`src/rtl/score_keeper_pkg.sv`:
```
// Shared asteroids-game types: BCD score layout, award constants and the
// score-keeper sequencer states.
package asteroids;

  localparam int SCORE_DIGITS = 6;

  typedef logic [3:0] bcd_digit_t;
  typedef bcd_digit_t [SCORE_DIGITS-1:0] score_t;

  localparam logic [8:0] PTS_SMALL  = 9'h020;
  localparam logic [8:0] PTS_MEDIUM = 9'h050;
  localparam logic [8:0] PTS_LARGE  = 9'h100;

  localparam score_t SCORE_MAX = 24'h999999;

  typedef enum logic [1:0] {
    S_IDLE,
    S_ADD,
    S_COMMIT
  } sk_state_e;

endpackage

```
`src/rtl/score_keeper_if.sv`:
```
// Award/score bundle between the game logic (master) and the score keeper
// (slave).
interface score_keeper_if;
  import asteroids::*;

  logic [8:0] ast_points;
  logic       new_game;
  logic       game_over;
  score_t     score;
  score_t     high_score;
  logic       extra_life;
  logic       busy;
  logic       points_dropped;

  modport master (
    output ast_points, new_game, game_over,
    input  score, high_score, extra_life, busy, points_dropped
  );

  modport slave (
    input  ast_points, new_game, game_over,
    output score, high_score, extra_life, busy, points_dropped
  );

endinterface

```
`src/rtl/score_keeper_bcd_digit_add.sv`:
```
// Single-digit BCD adder; the score keeper walks it across all six digits.
module bcd_digit_add
  import asteroids::*;
(
  input  bcd_digit_t a,
  input  bcd_digit_t b,
  input  logic       cin,
  output bcd_digit_t sum,
  output logic       cout
);

  logic [4:0] raw;

  always_comb begin
    raw = {1'b0, a} + {1'b0, b} + {4'd0, cin};
    if (raw > 5'd9) begin
      sum  = raw[3:0] + 4'd6;
      cout = 1'b1;
    end else begin
      sum  = raw[3:0];
      cout = 1'b0;
    end
  end

endmodule

```
`src/rtl/score_keeper.sv`:
```
// Queues asteroid awards and adds them to the BCD score one digit per cycle,
// tracking high score, bonus lives and lost awards.
module score_keeper
  import asteroids::*;
#(
  parameter int FIFO_DEPTH  = 4,
  parameter int BONUS_DIGIT = 4
) (
  input  logic           clk,
  input  logic           reset,
  score_keeper_if.slave  bus
);

  localparam int PTR_W = (FIFO_DEPTH > 1) ? $clog2(FIFO_DEPTH) : 1;
  localparam int CNT_W = PTR_W + 1;
  localparam logic [CNT_W-1:0] FULL_CNT   = CNT_W'(FIFO_DEPTH);
  localparam logic [2:0]       LAST_DIGIT = 3'(SCORE_DIGITS - 1);

  logic [8:0]       fifo_q [FIFO_DEPTH];
  logic [PTR_W-1:0] wr_ptr_q, wr_ptr_d;
  logic [PTR_W-1:0] rd_ptr_q, rd_ptr_d;
  logic [CNT_W-1:0] count_q, count_d;

  sk_state_e  state_q, state_d;
  score_t     operand_q, operand_d;
  score_t     shadow_q, shadow_d;
  score_t     score_q, score_d;
  score_t     high_q, high_d;
  score_t     committed;
  logic       carry_q, carry_d;
  logic [2:0] digit_q, digit_d;
  logic       life_q, life_d;
  logic       dropped_q, dropped_d;

  logic       push_req, push_ok, pop;
  bcd_digit_t add_sum;
  logic       add_cout;

  bcd_digit_add u_add (
    .a    (score_q[digit_q]),
    .b    (operand_q[digit_q]),
    .cin  (carry_q),
    .sum  (add_sum),
    .cout (add_cout)
  );

  // Pops only use the registered count, so a fresh push is never consumed in the same cycle.
  always_comb begin
    pop      = (state_q == S_IDLE) && (count_q != '0);
    push_req = (bus.ast_points != '0) && !bus.game_over && !bus.new_game;
    push_ok  = push_req && ((count_q != FULL_CNT) || pop);
  end

  assign committed = carry_q ? SCORE_MAX : shadow_q;

  always_comb begin
    state_d   = state_q;
    operand_d = operand_q;
    shadow_d  = shadow_q;
    score_d   = score_q;
    high_d    = high_q;
    carry_d   = carry_q;
    digit_d   = digit_q;
    life_d    = 1'b0;
    dropped_d = dropped_q;
    wr_ptr_d  = wr_ptr_q;
    rd_ptr_d  = rd_ptr_q;
    count_d   = count_q;

    unique case (state_q)
      S_IDLE: begin
        if (pop) begin
          operand_d = score_t'({15'd0, fifo_q[rd_ptr_q]});
          carry_d   = 1'b0;
          digit_d   = 3'd0;
          state_d   = S_ADD;
        end
      end
      S_ADD: begin
        shadow_d[digit_q] = add_sum;
        carry_d           = add_cout;
        digit_d           = digit_q + 3'd1;
        if (digit_q == LAST_DIGIT) begin
          state_d = S_COMMIT;
        end
      end
      S_COMMIT: begin
        score_d = committed;
        life_d  = (committed[BONUS_DIGIT] != score_q[BONUS_DIGIT]);
        if (committed > high_q) begin
          high_d = committed;
        end
        state_d = S_IDLE;
      end
      default: state_d = S_IDLE;
    endcase

    if (push_ok) begin
      wr_ptr_d = wr_ptr_q + 1'b1;
    end
    if (pop) begin
      rd_ptr_d = rd_ptr_q + 1'b1;
    end
    unique case ({push_ok, pop})
      2'b10:   count_d = count_q + 1'b1;
      2'b01:   count_d = count_q - 1'b1;
      default: count_d = count_q;
    endcase
    if (push_req && !push_ok) begin
      dropped_d = 1'b1;
    end

    // A new game abandons everything in flight but keeps the high score.
    if (bus.new_game) begin
      score_d   = '0;
      high_d    = high_q;
      state_d   = S_IDLE;
      wr_ptr_d  = '0;
      rd_ptr_d  = '0;
      count_d   = '0;
      dropped_d = 1'b0;
      life_d    = 1'b0;
    end
  end

  always_ff @(posedge clk) begin
    if (reset) begin
      state_q   <= S_IDLE;
      operand_q <= '0;
      shadow_q  <= '0;
      score_q   <= '0;
      high_q    <= '0;
      carry_q   <= 1'b0;
      digit_q   <= 3'd0;
      life_q    <= 1'b0;
      dropped_q <= 1'b0;
      wr_ptr_q  <= '0;
      rd_ptr_q  <= '0;
      count_q   <= '0;
    end else begin
      state_q   <= state_d;
      operand_q <= operand_d;
      shadow_q  <= shadow_d;
      score_q   <= score_d;
      high_q    <= high_d;
      carry_q   <= carry_d;
      digit_q   <= digit_d;
      life_q    <= life_d;
      dropped_q <= dropped_d;
      wr_ptr_q  <= wr_ptr_d;
      rd_ptr_q  <= rd_ptr_d;
      count_q   <= count_d;
    end
  end

  always_ff @(posedge clk) begin
    if (!reset && push_ok) begin
      fifo_q[wr_ptr_q] <= bus.ast_points;
    end
  end

  assign bus.score          = score_q;
  assign bus.high_score     = high_q;
  assign bus.extra_life     = life_q;
  assign bus.points_dropped = dropped_q;
  assign bus.busy           = (count_q != '0) || (state_q != S_IDLE);

endmodule

```
`src/flat_wrapper.sv`:
```
// flat-port wrapper written by rule: the top's interface ports become plain ports
module score_keeper_flat import asteroids::*;
#(
  parameter int FIFO_DEPTH  = 4,
  parameter int BONUS_DIGIT = 4
)
  (clk, reset, bus_ast_points, bus_new_game, bus_game_over, bus_score, bus_high_score, bus_extra_life, bus_busy, bus_points_dropped);
  score_keeper_if bus_i ();
  input  logic clk;
  input  logic reset;
  input wire logic [$bits(bus_i.ast_points)-1:0] bus_ast_points;
  input wire logic [$bits(bus_i.new_game)-1:0] bus_new_game;
  input wire logic [$bits(bus_i.game_over)-1:0] bus_game_over;
  output wire logic [$bits(bus_i.score)-1:0] bus_score;
  output wire logic [$bits(bus_i.high_score)-1:0] bus_high_score;
  output wire logic [$bits(bus_i.extra_life)-1:0] bus_extra_life;
  output wire logic [$bits(bus_i.busy)-1:0] bus_busy;
  output wire logic [$bits(bus_i.points_dropped)-1:0] bus_points_dropped;
  assign bus_i.ast_points = bus_ast_points;
  assign bus_i.new_game = bus_new_game;
  assign bus_i.game_over = bus_game_over;
  assign bus_score = bus_i.score;
  assign bus_high_score = bus_i.high_score;
  assign bus_extra_life = bus_i.extra_life;
  assign bus_busy = bus_i.busy;
  assign bus_points_dropped = bus_i.points_dropped;
  score_keeper #(.FIFO_DEPTH(FIFO_DEPTH), .BONUS_DIGIT(BONUS_DIGIT)) u_core (.clk(clk), .reset(reset), .bus(bus_i));
endmodule
```
`config.mk`:
```
export PLATFORM = sky130hd
export DESIGN_NAME = score_keeper_flat
export DESIGN_NICKNAME = d
export VERILOG_FILES = /design/src/rtl/score_keeper_pkg.sv /design/src/rtl/score_keeper_if.sv /design/src/rtl/score_keeper_bcd_digit_add.sv /design/src/rtl/score_keeper.sv /design/src/flat_wrapper.sv
export SDC_FILE = /design/constraint.sdc
export NUM_CORES = 1
export LEC_CHECK = 0
export CORE_UTILIZATION = 45
export CTS_BUF_LIST = sky130_fd_sc_hd__clkbuf_16
export CTS_CLUSTER_DIAMETER = 40
export DETAILED_ROUTE_END_ITERATION = 8
export GPL_ROUTABILITY_DRIVEN = 0
export GPL_TIMING_DRIVEN = 0
export HOLD_SLACK_MARGIN = 0.12
export PLACE_DENSITY = 0.68
export SYNTH_ARGS = -nofsm -noshare
export SYNTH_HDL_FRONTEND = slang
export SYNTH_SLANG_ARGS = --single-unit
```
`constraint.sdc`:
```
create_clock -name clk -period 9.55 [get_ports clk]
set_clock_uncertainty 0.2 [all_clocks]
set_input_delay 1.91 -clock clk [delete_from_list [all_inputs] [get_ports clk]]
set_output_delay 1.91 -clock clk [all_outputs]
set_load 0.01 [all_outputs]
```
# After elaboration in Yosys (flattened, before gate mapping)
# Memory sizes are Yosys's and may differ from the RTL's. A register that Yosys moved wholly into a read port is not among the register bits.
# Cells that the tools add are included.
# totals
ramBits	36
out_inout_bits	51
regBits	87
mem_count	1
# mem_list
name	words	width	rd	rd_ports_with_merged_regs	wr	line	text
u_core.fifo_q	4	9	1	1	1	score_keeper.sv:19	logic [8:0] fifo_q [FIFO_DEPTH];
# classes
n_addsub	8
n_eq_ne	9
magnitude_cmp	4
muxes	20
n_reduce_logical	25
bitwise_logic	2
# ops
operator	n
4-bit binary-select mux with 3-bit select	2
24-bit bitwise mux	1
24-bit greater-than comparator	1
24-bit two-way mux	1
4-bit two-way mux	4
4-bit demux with 3-bit select	1
3-bit case mux with 2 select lines	2
9-bit nonzero test	1
1-bit logical AND	7
3-bit by 1-bit adder with 3-bit output, second input constant	2
2-bit AND reduction	3
2-bit nonzero test	3
4-bit by 4-bit adder with 5-bit output	1
5-bit by 1-bit adder with 5-bit output	1
5-bit by 4-bit greater-than comparator with 1-bit output, second input constant	1
2-bit by 1-bit adder with 2-bit output, second input constant	2
4-bit by 3-bit adder with 4-bit output, second input constant	1
2-bit by 1-bit == test with 1-bit output, second input constant	2
2-bit == test, second input constant	2
1-bit zero test	4
3-bit by 4-bit < comparator with 1-bit output, second input constant	1
1-bit two-way mux	4
2-bit two-way mux	2
2-bit by 1-bit != test with 1-bit output, second input constant	2
other kinds (15)	17

# Logic depth before layout (Yosys ltp)
# Gate-level depths: netlist of run 1.
# logic_depth
word_depth	7
depth_mapped	15
depth_no_buf	14

# By module
# A second synthesis of run 1 with hierarchy kept.
# unflattened
hier_cells	647
area_unflattened_um2	6367.4
# by_module_without_submodules
mod	cells_each	n_inst	area_per_inst_um2	seq_area_each_um2
score_keeper	625	1	6155.9	3002.9
bcd_digit_add	22	1	211.5	0.0

# Worst setup path before layout of run 1
# No wires, ideal clock.
# synth_path
kind	input -> register
start	input bus_ast_points[4]
end	register u_core.count_q[2]
stages	9
setup_ps	128
arrival_ps	3358
n_path_buf	0
required_ps	9222
slack_ps	5864
path_cell_list	nor4_1 a311oi_1 nor2_1 inv_1 fa_1 nor3_1 a22oi_1 xor2_1 nor2_1
# synth_via
elab_chain_len	6
word_cells_on_any_way	8
classes_between	eq/ne (2); mux (1); reduce/logical (5)
# synth_lines
item	line	text
start, declared	flat_wrapper.sv:11	input wire logic [$bits(bus_i.ast_points)-1:0] bus_ast_points;
9-bit nonzero test *	score_keeper.sv:50	push_req = (bus.ast_points != '0) && !bus.game_over && !bus.new_game;
1-bit logical AND * (2 in series)	score_keeper.sv:50	
1-bit logical AND *	score_keeper.sv:51	push_ok = push_req && ((count_q != FULL_CNT) || pop);
2-bit by 1-bit == test with 1-bit output / 2-bit == test (equally long branches)	score_keeper.sv:104	unique case ({push_ok, pop})
3-bit case mux with 2 select lines / 2-bit nonzero test (equally long branches)	n/a	
end signal, assigned	score_keeper.sv:152	count_q <= count_d;
end, declared	score_keeper.sv:22	logic [CNT_W-1:0] count_q, count_d;
# Mark *: on every way between the ends. The rest lies on a longest branch, timed or not.
# A chain may end at the register's enable or synchronous reset.

# Worst setup path after layout of run 1
# layout_path
start	input bus_ast_points[4]
end	memory u_core.fifo_q[1][4] (enable)
# layout_via
elab_chain_len	7
# layout_lines
item	line	text
9-bit nonzero test	score_keeper.sv:50	
1-bit logical AND (2 in series)	score_keeper.sv:50	
1-bit logical AND	score_keeper.sv:51	
1-bit logical AND	score_keeper.sv:157	if (!reset && push_ok) begin
1-bit two-way mux	score_keeper.sv:157	
1-bit two-way mux (not written as such)	score_keeper.sv:158	fifo_q[wr_ptr_q] <= bus.ast_points;
end, declared	score_keeper.sv:19	
# Every way passes these cells.

==> metrics.txt, run 1 <==
I/O pin cnt=64; Avg Inst Size Synth=9.99 sq um; WP data arrival=approximately 4.2 ns; global-route wire length before repair=between 20 and 25 mm; max-slew violations=0; clk root buf=clkbuf_16; crit path kind=input pin to register; TritonCTS clock tree=yes; CORE AREA=about 13000 sq um; result of the run=finished, final reports clean; GRT Util Overall=~23%; via count=about 4800; RSZ-0062 raised after global routing=false; CP required=approximately 9.4 ns; Final Util=56.9%; clk buf depth=2; Vias/cell=around 5.4; Multi-input gate area=between 2000 and 3000 sq um; worst reg2reg path startpoint=u_core.digit_q[2]; Critical Path Sink=u_core.fifo_q[1][4]; largest net degree at the start of global routing=17; Rows=42; HPWL Detailed=between 10 and 15 mm; FMAX=roughly 230 MHz; Seq/Total Area, Yosys=between 40% and 50%; register area=around 3000 sq um; initial antenna violation count=0; WL final=~15 mm; antenna-violating nets left=0; Synth top cells by count=96 x dfxtp_1, 67 x nand2_1, 64 x nor2_1; clk sinks=roughly 130; Worst-path clk slew=about 0.060 ns; unique cell type count in the Yosys netlist=56; ant diodes=0; Hold WC Path Type=register to register; post-cts sizing count=0; H-tree depth=4; Final period util=around 46%; R2R Setup Slk=5.29 ns; Initial Util=around 46%; drt pass-1 iters=5; EDFF count, synth=36; postcts setup bufs=0; Area Growth Syn to Fin=22.9%; Skew-Pair Late Insertion Delay=0.42 ns; Residual DRC=0; Setup TNS=0 ns; Setup-failing EPs final=0; synthesized flop and latch total=roughly 130; CTS buffer count=17; crit path launch type=input pin; hold_buf cts=0; Crit Path Max Fanout=9; top_reg_cell synth=dfxtp_1; Buffers on Ports=between 60 and 70; minimum clock period=~4.4 ns; Final Hold Violating Endpoints=0; Ys Warns=0; syn nets=666; ratio of cells with drive above 1 in the final layout=a little under 9%; worst r2r path cells=14; Worst Max-Slew Pin Slew=0.898 ns; maximum VDD drop=roughly 160 uV; synthesized area=approximately 6000 sq um; crit path from=bus_ast_points[4]; RR Endpoint=u_core.shadow_q[2]; cells taking the most area after synthesis=dfxtp_1 31%, edfxtp_1 18%, ha_1 6.9%; fin nets=about 750; largest area contributor in the netlist=dfxtp_1; share of the synthesized area in the top cell type=between 30% and 40%; PD cells=about 170 nW/um^2; Syn Inst Count=between 600 and 700; Die H=about 120 um; drt initial violations=roughly 300; top-count cell post-synth=dfxtp_1; global route overflow=0; drt wl/cell=16.7 um; Layout fillers=approximately 1100; Slew headroom=39.6%; DIE AREA=14100 sq um; Async SR Flop Fraction=0%; Max Cap Viol=0; critical path endpoint category=register; number of global-route vias before repair=a little under 5000; Die X=119 um; leakage=2.80 nW
[cells in the final DEF (no fill, tap or decap), drive strengths merged, types with 3 or more instances in the layout]
| master | netlist | layout |
|---|---|---|
| xor2 | 5 | 5 |
| o221ai | 4 | 4 |
| clkinvlp | 0 | 4 |
| nand3 | 15 | 15 |
| mux2i | 14 | 14 |
| ha | 34 | 34 |
| a22o | 24 | 24 |
| o21ai | 14 | 14 |
| nor3 | 13 | 13 |
| nor2 | 64 | 64 |
| a31oi | 3 | 3 |
| buf | 8 | 8 |
| nand2 | 68 | 68 |
| dfxtp | 96 | 96 |
| inv | 46 | 50 |
| a22oi | 7 | 7 |
| nand4 | 4 | 4 |
| or2 | 4 | 4 |
| edfxtp | 36 | 36 |
| a211oi | 18 | 18 |
| clkinv | 0 | 6 |
| and2 | 7 | 7 |
| fa | 3 | 3 |
| mux4 | 9 | 9 |
| nand2b | 6 | 6 |
| clkbuf | 23 | 40 |
| clkdlybuf4s50 | 0 | 63 |
| xnor2 | 7 | 7 |
| a21o | 4 | 4 |
| nor2b | 17 | 17 |
| mux2 | 3 | 3 |
| nor4 | 5 | 5 |
| a21oi | 40 | 40 |
[worst min-delay path by stage]
stage	from	endpoint	slack [ns]	cells after the start
after detailed placement	u_core.shadow_q[10]	u_core.shadow_q[10]	0.24	2
after CTS	u_core.shadow_q[10]	u_core.shadow_q[10]	0.25	2
after global placement	u_core.shadow_q[10]	u_core.shadow_q[10]	0.24	2
after floorplan	u_core.shadow_q[10]	u_core.shadow_q[10]	0.22	2
after global routing	u_core.operand_q[1]	u_core.operand_q[1]	0.27	2
final	u_core.shadow_q[10]	u_core.shadow_q[10]	0.24	2
[per-layer routing]
| layer | track usage, % | part of all wire (%) | wire, um |
|---|---|---|---|
| met5 | 0 | 0 | 0 |
| met4 | 10.5 | 3.2 | 475 |
| met3 | 5.70 | 4.6 | 676 |
| met2 | 37.5 | 49 | 7240 |
| met1 | 27.6 | 44 | 6460 |
[state kept, by name, summed over array words and instances, names as in the netlist]
register,flops
u_core.operand_q,9
u_core.wr_ptr_q,2
u_core.bus.extra_life,1
u_core.carry_q,1
u_core.digit_q,3
u_core.rd_ptr_q,2
u_core.bus.points_dropped,1
u_core.state_q,2
u_core.count_q,3
u_core.bus.score,24
u_core.shadow_q,24
u_core.bus.high_score,24
u_core.fifo_q,36
[critical path: stages]
cell             delay [ns]
clkdlybuf4s50_1        0.55
nor4_1                 0.11
a311oi_1               0.67
nand2b_1               0.28
nor2_1                 0.24
and2_1                 0.46
[metrics by stage]
stage	hold WS [ns]	setup WS, ns	total power (W)	cell area [sq um]	std cells
after detailed placement	0.238	4.68	0.000715	7000	855
after floorplan	0.224	5.86	0.000680	6150	616
after global placement	0.238	4.79	0.000711	7000	855
final	0.244	5.19	0.00131	7560	887
after global routing	0.275	4.95	0.00136	7560	887
after CTS	0.246	5.11	0.00132	7560	887
[cell families after synthesis]
family / Yosys count / synth area share, %
buffers and inverters: 77 / 5.23
adder cells (fa/ha/maj): 37 / 7.89
XOR/XNOR: 12 / 1.83
multiplexers: 26 / 6.12
AO/OA/AOI/OAI: 125 / 14.6
flip-flops: 132 / 48.8
AND/OR/NAND/NOR: 207 / 15.6
[final cells by class]
class / count / area share, %
plain buffers: 31 / 1.97
clock buffers: 17 / 5.62
clock inverters: 15 / 1.77
inverters: 46 / 2.28
multi-input cells: 407 / 37.4
flip-flops and latches: 132 / 39.7
well taps: 176 / 2.91
repair buffers: 63 / 8.34
[where the power goes]
| part | internal, W | switching (W) |
|---|---|---|
| registers | 0.000585 | 0.00000606 |
| clock network | 0.000358 | 0.000252 |
| logic | 0.0000427 | 0.0000690 |
| total | 0.000986 | 0.000327 |
Power figures use the tool's default switching activity.
==> inputs of run 2 (changes only) <==
Settings changed: PLACE_DENSITY 0.68 to 0.7.
Clock period 9.55 ns to 4 ns, I/O delays scaled along.
==> metrics.txt, run 2 (same netlist as run 1, synthesis figures left out) <==
via count=roughly 4800; Worst-path clk slew=about 0.06 ns; Largest register FFs=36; Hold WC Path Type=register to register; result of the run=finished, final reports clean; final instance area=7630 sq um; maximum VDD drop=277 uV; TritonCTS clock tree=yes; H-tree depth=4; fin nets=about 750; Residual DRC=0; ant diodes=0; Placed Area=about 7000 sq um; crit path launch type=register; Vias/cell=around 5.4; placed cell count=~860; Setup-failing EPs final=0; most common cell after layout, fill and taps aside=dfxtp_1; FMAX=around 260 MHz; CTS buffer count=17; Die X=roughly 120 um; ratio of cells with drive above 1 in the final layout=roughly a tenth; Area Growth Syn to Fin=24.1%; DIE AREA=approximately 14000 sq um; Initial Util=approximately 46%; I/O pin cnt=64; largest reg by FF count=u_core.fifo_q; Worst path top cell family by delay=compound AO/OA/AOI/OAI gates; global route overflow=0; final std cells w/o fill=slightly below 900; CP cell instances=clkbuf_2 -> o22ai_1 -> o21ai_0 -> fa_1 -> inv_1 -> fa_1 -> inv_1 -> ha_1 -> a21o_1 -> o31a_1 -> mux2i_2 -> nand2_1 -> o21ai_1; Crit-path slowest cell=fa_1; Worst Max-Slew Pin Slew=0.802 ns; CORE AREA=between 10000 and 15000 sq um; drt initial violations=264; Max Cap Viol=0; Buffers on Ports=63; clk sinks=~130; crit path kind=register to register; WL final=15.0 mm; critical path endpoint category=register; most frequent cells in the layout=95 x dfxtp_1, 67 x nand2_1, 64 x nor2_1, 63 x clkdlybuf4s50_1, 47 x inv_1; antenna-violating nets left=0; initial antenna violation count=0; postcts setup bufs=0; WP data arrival=just under 4 ns; CP Buf/Inv Count=3; Final Hold Violating Endpoints=0; Skew-Pair Late Insertion Delay=about 0.43 ns; Die H=approximately 120 um; drt wl/cell=16.9 um; global-route wire length before repair=roughly 24 mm; clk root buf=clkbuf_16; largest net degree at the start of global routing=20; Power Total=roughly 0.0033 W; CP peak stage delay=~0.57 ns; Crit Path Max Fanout=11; Rows=42; Layout fillers=~1100; hold_buf cts=0; GRT Util Overall=a little under a quarter; clk buf depth=2; Slew headroom=a little under half; HPWL Detailed=~11 mm; drt pass-1 iters=5; max-slew violations=0; number of global-route vias before repair=between 4000 and 5000; CP required=4.14 ns; PD cells=between 400 and 500 nW/um^2; Final period util=95.7%; minimum clock period=about 3.8 ns; leakage=approximately 2.8 nW
==> run 2: final cells by class <==
| cell class | count | area [sq um] | area share (%) |
|---|---|---|---|
| flip-flops and latches | 132 | 3000 | 39.3 |
| multi-input cells | 407 | 2840 | 37.2 |
| repair buffers | 63 | 631 | 8.26 |
| clock buffers | 17 | 425 | 5.57 |
| well taps | 176 | 220 | 2.88 |
| clock inverters | 15 | 189 | 2.47 |
| inverters | 46 | 173 | 2.26 |
| plain buffers | 29 | 151 | 1.98 |
==> run 2: path summary, 6_finish.rpt <==
check                           start             endpoint  slack (ns)  depth (start not counted)
setup / recovery    u_core.digit_q[2]   u_core.shadow_q[2]        0.17                         13
hold / removal    u_core.shadow_q[10]  u_core.shadow_q[10]        0.25                          2
setup reg to reg    u_core.digit_q[2]   u_core.shadow_q[2]        0.17                         13
hold reg to reg   u_core.shadow_q[10]  u_core.shadow_q[10]        0.25                          2
==> run 2: routing by layer <==
| layer | GRT usage (%) | vias to the layer above | share of wire, % |
|---|---|---|---|
| met5 | 0 | - | 0 |
| met4 | 12.3 | 0 | 3.4 |
| met3 | 6.13 | 34 | 5.2 |
| met2 | 37.9 | 142 | 50 |
| met1 | 26.3 | 2291 | 41 |
| li1 | - | 2328 | - |
==> run 2: what timing repair did <==
action | in CTS | in global routing
gates cloned | 0 | 0
gates resized for setup | 3 | 10
endpoints found under the setup margin | 18 | 18
==> run 2: power breakdown <==
group | internal, W | switching (W)
Combinational | 0.000105 | 0.000167
Clock | 0.00103 | 0.000588
Sequential | 0.00140 | 0.0000146
==> run 2: stage by stage <==
stage | setup TNS, ns | setup slack [ns] | util (%) | hold WS [ns]
6_report | 0 | 0.173 | 57.4 | 0.247
5_1_grt | -0.00987 | -0.00987 | 57.4 | 0.274
4_1_cts | 0 | 0.0129 | 57.3 | 0.247
3_5_place_dp | -2.78 | -0.259 | 52.7 | 0.239
3_3_place_gp | -0.813 | -0.114 | 52.7 | 0.238
2_1_floorplan | 0 | 0.509 | - | 0.224
==> run 2: worst min-delay path, delay by kind of cell (launching register included) <==
family           cells  cell delay, ns
AND/OR/NAND/NOR      1            0.05
AO/OA/AOI/OAI        1            0.05
flip-flops           1            0.31
==> inputs of run 3 (changes only) <==
Settings changed: CTS_CLUSTER_DIAMETER 40 to 80, TNS_END_PERCENT set to 1.
==> results of run 3 <==
Final layout, timing and power as in run 2 (identical DEF).
